===== src/rtl/vga_sync_receiver_if.sv =====
// Pixel-domain VGA link bundle: sync/RGB from the transmitter, regenerated timing and status to the consumer.
// master = link driver / capture consumer side, slave = receiver.
interface vga_sync_receiver_if;
    logic       hs_in;
    logic       vs_in;
    logic [5:0] rgb_in;
    logic [9:0] x;
    logic [8:0] y;
    logic       active;
    logic [5:0] pixel_out;
    logic       locked;
    logic       frame_start;
    logic       timing_err;

    modport master (
        output hs_in, vs_in, rgb_in,
        input  x, y, active, pixel_out, locked, frame_start, timing_err
    );

    modport slave (
        input  hs_in, vs_in, rgb_in,
        output x, y, active, pixel_out, locked, frame_start, timing_err
    );
endinterface


===== src/rtl/vga_sync_receiver.sv =====
// VGA receive checker: regenerates x/y/active from hs/vs, verifies line/frame lengths, gates pixels on lock.
// Latency: rgb_in driven after edge N appears on pixel_out after edge N+2; no backpressure (free-running video).
module vga_sync_receiver #(
    parameter int H_ACTIVE    = 640,
    parameter int H_FP        = 16,
    parameter int H_SYNC      = 96,
    parameter int H_BP        = 48,
    parameter int V_ACTIVE    = 480,
    parameter int V_FP        = 10,
    parameter int V_SYNC      = 2,
    parameter int V_BP        = 33,
    parameter int LOCK_FRAMES = 2
) (
    input  logic                clk,
    input  logic                rst_n,
    vga_sync_receiver_if.slave  bus
);

    localparam int H_TOTAL = H_ACTIVE + H_FP + H_SYNC + H_BP;
    localparam int V_TOTAL = V_ACTIVE + V_FP + V_SYNC + V_BP;

    localparam logic [9:0] H_LAST   = 10'(H_TOTAL - 1);
    localparam logic [9:0] V_LAST   = 10'(V_TOTAL - 1);
    localparam logic [9:0] H_VIS_LO = 10'(H_SYNC + H_BP);
    localparam logic [9:0] H_VIS_HI = 10'(H_SYNC + H_BP + H_ACTIVE);
    localparam logic [9:0] V_VIS_LO = 10'(V_SYNC + V_BP);
    localparam logic [9:0] V_VIS_HI = 10'(V_SYNC + V_BP + V_ACTIVE);
    localparam logic [8:0] Y_OFS    = 9'(V_SYNC + V_BP);
    localparam logic [9:0] CNT_MAX  = 10'h3FF;
    localparam logic [3:0] LOCK_N   = 4'(LOCK_FRAMES);

    typedef enum logic [1:0] {
        ST_UNLOCKED = 2'd0,
        ST_ACQUIRE  = 2'd1,
        ST_LOCKED   = 2'd2
    } state_t;

    // stage 1: input capture
    logic       r_hs_q, r_hs_q_d;
    logic       r_vs_q, r_vs_q_d;
    logic [5:0] r_rgb_q;

    // timing counters
    logic [9:0] r_h_cnt;
    logic [9:0] r_v_cnt;
    logic       r_vs_pend;

    // lock FSM
    state_t     r_state, w_state_nxt;
    logic [3:0] r_good_cnt, w_good_cnt_nxt;
    logic       w_err;

    // stage 2: outputs
    logic [9:0] r_x;
    logic [8:0] r_y;
    logic       r_active;
    logic [5:0] r_pixel;
    logic       r_frame_start;
    logic       r_timing_err;

    logic       w_hs_edge, w_vs_edge, w_v_rst;
    logic [9:0] w_h_inc, w_h_cur;
    logic [9:0] w_v_inc, w_v_cur;
    logic       w_line_bad, w_frame_bad, w_hs_lost;
    logic       w_h_vis, w_v_vis, w_lock_ok, w_act_nxt;
    logic [9:0] w_x;
    logic [8:0] w_y;
    logic [3:0] w_good_inc;

    always_ff @(posedge clk or negedge rst_n) begin
        if (!rst_n) begin
            r_hs_q   <= 1'b0;
            r_hs_q_d <= 1'b0;
            r_vs_q   <= 1'b0;
            r_vs_q_d <= 1'b0;
            r_rgb_q  <= '0;
        end else begin
            r_hs_q   <= bus.hs_in;
            r_hs_q_d <= r_hs_q;
            r_vs_q   <= bus.vs_in;
            r_vs_q_d <= r_vs_q;
            r_rgb_q  <= bus.rgb_in;
        end
    end

    assign w_hs_edge = !r_hs_q && r_hs_q_d;
    assign w_vs_edge = !r_vs_q && r_vs_q_d;

    // w_h_cur is the column of the pixel now in stage 1; r_h_cnt holds the previous cycle's column
    assign w_h_inc = (r_h_cnt == CNT_MAX) ? CNT_MAX : r_h_cnt + 10'd1;
    assign w_h_cur = w_hs_edge ? 10'd0 : w_h_inc;

    assign w_v_rst = w_hs_edge && (r_vs_pend || w_vs_edge);
    assign w_v_inc = (r_v_cnt == CNT_MAX) ? CNT_MAX : r_v_cnt + 10'd1;
    assign w_v_cur = w_v_rst   ? 10'd0 :
                     w_hs_edge ? w_v_inc : r_v_cnt;

    always_ff @(posedge clk or negedge rst_n) begin
        if (!rst_n) begin
            r_h_cnt   <= '0;
            r_v_cnt   <= '0;
            r_vs_pend <= 1'b0;
        end else begin
            r_h_cnt   <= w_h_cur;
            r_v_cnt   <= w_v_cur;
            r_vs_pend <= (r_vs_pend || w_vs_edge) && !w_hs_edge;
        end
    end

    assign w_line_bad  = w_hs_edge && (r_h_cnt != H_LAST);
    assign w_frame_bad = (r_v_cnt != V_LAST);
    assign w_hs_lost   = (w_h_cur == CNT_MAX);
    assign w_good_inc  = r_good_cnt + 4'd1;

    always_ff @(posedge clk or negedge rst_n) begin
        if (!rst_n) begin
            r_state    <= ST_UNLOCKED;
            r_good_cnt <= '0;
        end else begin
            r_state    <= w_state_nxt;
            r_good_cnt <= w_good_cnt_nxt;
        end
    end

    always_comb begin
        w_state_nxt    = r_state;
        w_good_cnt_nxt = r_good_cnt;
        w_err          = 1'b0;
        case (r_state)
            ST_UNLOCKED: begin
                w_good_cnt_nxt = '0;
                if (w_v_rst) begin
                    w_state_nxt = ST_ACQUIRE;
                end
            end
            ST_ACQUIRE: begin
                if (w_line_bad || (w_v_rst && w_frame_bad)) begin
                    w_state_nxt    = ST_UNLOCKED;
                    w_good_cnt_nxt = '0;
                end else if (w_v_rst) begin
                    w_good_cnt_nxt = w_good_inc;
                    if (w_good_inc >= LOCK_N) begin
                        w_state_nxt = ST_LOCKED;
                    end
                end
            end
            ST_LOCKED: begin
                if (w_line_bad || (w_v_rst && w_frame_bad) || w_hs_lost) begin
                    w_err          = 1'b1;
                    w_state_nxt    = ST_UNLOCKED;
                    w_good_cnt_nxt = '0;
                end
            end
            default: begin
                w_state_nxt    = ST_UNLOCKED;
                w_good_cnt_nxt = '0;
            end
        endcase
    end

    // the cycle that raises timing_err must already present no pixel
    assign w_h_vis   = (w_h_cur >= H_VIS_LO) && (w_h_cur < H_VIS_HI);
    assign w_v_vis   = (w_v_cur >= V_VIS_LO) && (w_v_cur < V_VIS_HI);
    assign w_lock_ok = (r_state == ST_LOCKED) && !w_err;
    assign w_act_nxt = w_h_vis && w_v_vis && w_lock_ok;
    assign w_x       = w_h_cur - H_VIS_LO;
    assign w_y       = w_v_cur[8:0] - Y_OFS;

    always_ff @(posedge clk or negedge rst_n) begin
        if (!rst_n) begin
            r_x           <= '0;
            r_y           <= '0;
            r_active      <= 1'b0;
            r_pixel       <= '0;
            r_frame_start <= 1'b0;
            r_timing_err  <= 1'b0;
        end else begin
            if (w_act_nxt) begin
                r_x <= w_x;
                r_y <= w_y;
            end
            r_active      <= w_act_nxt;
            r_pixel       <= w_act_nxt ? r_rgb_q : 6'd0;
            r_frame_start <= w_act_nxt && (w_x == 10'd0) && (w_y == 9'd0);
            r_timing_err  <= w_err;
        end
    end

    assign bus.x           = r_x;
    assign bus.y           = r_y;
    assign bus.active      = r_active;
    assign bus.pixel_out   = r_pixel;
    assign bus.locked      = (r_state == ST_LOCKED);
    assign bus.frame_start = r_frame_start;
    assign bus.timing_err  = r_timing_err;

endmodule


===== src/flat_wrapper.sv =====
// flat-port wrapper written by rule: the top's interface ports become plain ports
module vga_sync_receiver_flat 
#(
    parameter int H_ACTIVE    = 640,
    parameter int H_FP        = 16,
    parameter int H_SYNC      = 96,
    parameter int H_BP        = 48,
    parameter int V_ACTIVE    = 480,
    parameter int V_FP        = 10,
    parameter int V_SYNC      = 2,
    parameter int V_BP        = 33,
    parameter int LOCK_FRAMES = 2
)
  (clk, rst_n, bus_hs_in, bus_vs_in, bus_rgb_in, bus_x, bus_y, bus_active, bus_pixel_out, bus_locked, bus_frame_start, bus_timing_err);
  vga_sync_receiver_if bus_i ();
  input  logic clk;
  input  logic rst_n;
  input wire logic [$bits(bus_i.hs_in)-1:0] bus_hs_in;
  input wire logic [$bits(bus_i.vs_in)-1:0] bus_vs_in;
  input wire logic [$bits(bus_i.rgb_in)-1:0] bus_rgb_in;
  output wire logic [$bits(bus_i.x)-1:0] bus_x;
  output wire logic [$bits(bus_i.y)-1:0] bus_y;
  output wire logic [$bits(bus_i.active)-1:0] bus_active;
  output wire logic [$bits(bus_i.pixel_out)-1:0] bus_pixel_out;
  output wire logic [$bits(bus_i.locked)-1:0] bus_locked;
  output wire logic [$bits(bus_i.frame_start)-1:0] bus_frame_start;
  output wire logic [$bits(bus_i.timing_err)-1:0] bus_timing_err;
  assign bus_i.hs_in = bus_hs_in;
  assign bus_i.vs_in = bus_vs_in;
  assign bus_i.rgb_in = bus_rgb_in;
  assign bus_x = bus_i.x;
  assign bus_y = bus_i.y;
  assign bus_active = bus_i.active;
  assign bus_pixel_out = bus_i.pixel_out;
  assign bus_locked = bus_i.locked;
  assign bus_frame_start = bus_i.frame_start;
  assign bus_timing_err = bus_i.timing_err;
  vga_sync_receiver #(.H_ACTIVE(H_ACTIVE), .H_FP(H_FP), .H_SYNC(H_SYNC), .H_BP(H_BP), .V_ACTIVE(V_ACTIVE), .V_FP(V_FP), .V_SYNC(V_SYNC), .V_BP(V_BP), .LOCK_FRAMES(LOCK_FRAMES)) u_core (.clk(clk), .rst_n(rst_n), .bus(bus_i));
endmodule

===== config.mk =====
export PLATFORM = sky130hd
export DESIGN_NAME = vga_sync_receiver_flat
export DESIGN_NICKNAME = d
export VERILOG_FILES = /design/src/rtl/vga_sync_receiver_if.sv /design/src/rtl/vga_sync_receiver.sv /design/src/flat_wrapper.sv
export SDC_FILE = /design/constraint.sdc
export NUM_CORES = 1
export LEC_CHECK = 0
export CORE_UTILIZATION = 40
export DETAILED_ROUTE_END_ITERATION = 7
export GPL_TIMING_DRIVEN = 0
export PLACE_DENSITY_LB_ADDON = 0.12
export SYNTH_ARGS = -nofsm -noshare
export SYNTH_HDL_FRONTEND = slang
export SYNTH_SLANG_ARGS = --single-unit

===== constraint.sdc =====
create_clock -name clk -period 5.6 [get_ports clk]
set_input_delay 1.12 -clock clk [delete_from_list [all_inputs] [get_ports clk]]
set_output_delay 1.12 -clock clk [all_outputs]
set_load 0.05 [all_outputs]

==> results.toml <==
[drt]
drc = 0
drt_pass1_iterations = 5
drt_iter0_markers = 217
wl_per_cell_microns = 16.7
routed-via-count = 2843
viasPerCell = 5.69
routed_wirelength_microns = 8360
drtAntennaViolNets = 0

[synthesis]
async_flop_share = 1.00
synthDistinctLibCells = 65
synth_edf_count = 0
synthFlopType = "dfrtp_1"
synth_area_leaders = "dfrtp_1, ha_1, mux2i_1"
synthCells = 341
yosysWarnings = 0
synth-seq-area-share = 0.459
synth_fp_nets = 361
synth_area_sq_um = 3540
synth-seq-cells = 65
avgSynthCellArea_sq_um = 10.4
netlist.top_cell.by_area = "dfrtp_1"
synth_top_area_share = 0.459

[cts]
clockBufferDepth = 2
post_cts_resized = 0
cts.clk_slew.worst_paths_ns = 0.07
cts.hold.buffers_added = 0
post_cts_buffers = 0
insertion_delay_ns = 0.34
cts.sink_count = 65
cts_inserted_buffers = 9
cts_tree = "yes"
cts_root_buffer = "clkbuf_8"
cts.htree.levels = 3

[hold_path]
min_path_type = "flop to flop"

[layout]
n_fill_cell = 790
fin_nets = 410
multiInputGateArea_sq_um = 1750
drive_above_1_share = 0.147
final-seq-area_sq_um = 1630
num_antenna_cells = 0
area_growth_pct = 19.2

[timing]
timing.fmax_mhz = 246
grt_setup_unrepaired = "no"
finalClockSkew_ns = 0.00711
tightestPinTransition_ns = 1.10
min_period_ns = 4.07
slew_headroom = 0.255
hold_viol = 0
maxSlewViolCount = 0
fin_crit_sh = 0.727
finalSetupTns_ns = 0
setup-violations-final = 0
layout_setup_ws_ns = 1.53

[global_route]
grt_pass1_wl_microns = 13900
grt_max_degree = 66
overflow = 0
antenna_found_initial = 0
grt_pass1_vias = 2731
grt_use_total = 0.201

[die]
die_h_microns = 96.1
core_sq_um = 8380
dieWidth_microns = 96.1
start_util = 0.423
rows = 33
die_area_sq_um = 9240
ioPinCount = 39

[power_and_ir_drop]
leakage_nw = 1.83
p_comb_frac = 0.165
peakVddDrop_mv = 0.128
p_per_area_nw_per_um2 = 247
switching_power_uw = 313
sw_frac_of_total = 0.300
p_seq_frac = 0.492
power.internal_uw = 731
clkPwrFrac = 0.343

[placed_design]
io_buffers = 38
post-place-ws_ns = 1.58
gp_congestion = 0.849
dp_hpwl_microns = 5900

[worst_setup_path]
crit_required_ns = 5.82
crit_slowest_cell = "dfrtp_1"
critPathBufInv = 3
crit_chain = "ha_1 -> buf_2 -> nand4_1 -> or3_1 -> a21oi_1 -> ha_1 -> nand3b_1 -> o31ai_1 -> o21bai_1 -> a31oi_1 -> and4_1 -> buf_6 -> buf_6 -> mux2_4"
end_kind = "flop"
cp_max_fo = 10
start_kind = "flop"
arrival_ns = 4.29
cpPeakStageDelay_ns = 0.46
critPathKind = "flop to flop"
crit_family = "compound AO/OA/AOI/OAI gates"

[job]
cap_violations = 0

[status]
status = "finished clean"
-- power by group through the flow --
stage / logic [mW] / registers [mW] / clock network (mW)
3_3_place_gp: 0.169 / 0.523 / 0
6_report: 0.172 / 0.514 / 0.358
2_1_floorplan: 0.122 / 0.517 / 0
3_5_place_dp: 0.171 / 0.523 / 0
5_1_grt: 0.195 / 0.518 / 0.390
4_1_cts: 0.171 / 0.514 / 0.370
-- sequential cells by signal (all words and copies together), names as in the netlist --
| name | cells |
|---|---|
| u_core.r_vs_pend | 1 |
| u_core.r_vs_q_d | 1 |
| u_core.bus.timing_err | 1 |
| u_core.r_v_cnt | 10 |
| u_core.r_rgb_q | 6 |
| u_core.r_vs_q | 1 |
| u_core.r_h_cnt | 10 |
| u_core.bus.frame_start | 1 |
| u_core.r_hs_q | 1 |
| u_core.bus.pixel_out | 6 |
| u_core.r_good_cnt | 4 |
| u_core.bus.active | 1 |
| u_core.bus.x | 10 |
| u_core.r_state | 2 |
| u_core.r_hs_q_d | 1 |
| u_core.bus.y | 9 |
-- per-stage QoR --
| step | std cells | area [sq um] | utilization | hold WS, ns | power, mW |
|---|---|---|---|---|---|
| final | 500 | 4230 | 0.504 | 0.384 | 1.04 |
| after global routing | 500 | 4230 | 0.504 | 0.407 | 1.10 |
| after CTS | 500 | 4230 | 0.504 | 0.385 | 1.05 |
| after detailed placement | 484 | 4050 | 0.484 | 0.369 | 0.693 |
| after global placement | 484 | 4060 | 0.484 | 0.368 | 0.692 |
| after floorplan | 341 | 3540 | - | 0.354 | 0.639 |
-- cell type report --
type                    count  area share
inverters                  20      0.0178
repair buffers             38      0.0894
well taps                 105      0.0311
flip-flops and latches     65       0.385
plain buffers              14      0.0210
clock buffers              11      0.0335
clock inverters             5     0.00740
multi-input cells         242       0.415
-- worst register-to-register path: stages (launching register included) --
cell	delay, ns
dfrtp_1	0.46
ha_1	0.17
buf_2	0.20
nand4_1	0.18
or3_1	0.43
a21oi_1	0.40
ha_1	0.28
nand3b_1	0.09
o31ai_1	0.42
o21bai_1	0.13
a31oi_1	0.29
and4_1	0.25
buf_6	0.16
buf_6	0.18
mux2_4	0.31
-- routing by layer --
layer	wire length, microns	global-route usage	share of wire
met5	0	0	0
met4	78	0.0560	0.0093
met3	505	0.0521	0.060
met2	3640	0.296	0.44
met1	4140	0.289	0.49
-- placed cells by master (no fill, tap or decap), types with 6 or more instances in the layout --
master / n
a21oi_1: 10
dfrtp_1: 65
a31oi_1: 7
nor2_1: 15
nand2b_1: 6
o21ai_0: 18
or3_1: 8
ha_1: 10
clkdlybuf4s50_1: 37
mux2i_1: 9
nand4_1: 11
nand2_1: 20
inv_1: 19
nand3_1: 12
xnor2_1: 6
nor3_1: 8
clkbuf_8: 10
mux2_2: 8
and2_1: 9
and3_1: 8
-- kinds of logic after synthesis --
group	share of synthesized area
AOI/OAI and AO/OA	0.161
and+or+nand+nor	0.207
DFF	0.459
buffers and inverters	0.0462
adders and majority gates	0.0353
xor gates and xnor gates	0.0198
muxes	0.0720
-- Yosys cell counts (all sizes together) (8+ instances only) --
library cell,count
dfrtp,65
inv,20
nand2,20
o21ai,19
nor2,15
mux2,13
nand3,13
nand4,11
a21oi,10
buf,10
ha,10
and2,9
mux2i,9
nor3,9
or3,9
and3,8
-- path summary, 6_finish.rpt --
check | from | end | slack (ns) | depth (start not counted)
min in group asynchronous | rst_n | u_core.r_v_cnt[4] | 0.87 | 1
min | u_core.r_vs_q | u_core.r_vs_q_d | 0.38 | 0
max in group asynchronous | rst_n | u_core.bus.x[3] | 4.17 | 1
max reg2reg | u_core.r_h_cnt[0] | u_core.bus.y[4] | 1.53 | 14
max | u_core.r_h_cnt[0] | u_core.bus.y[4] | 1.53 | 14
min reg2reg | u_core.r_vs_q | u_core.r_vs_q_d | 0.38 | 0
(Power assumes the default switching activity.)
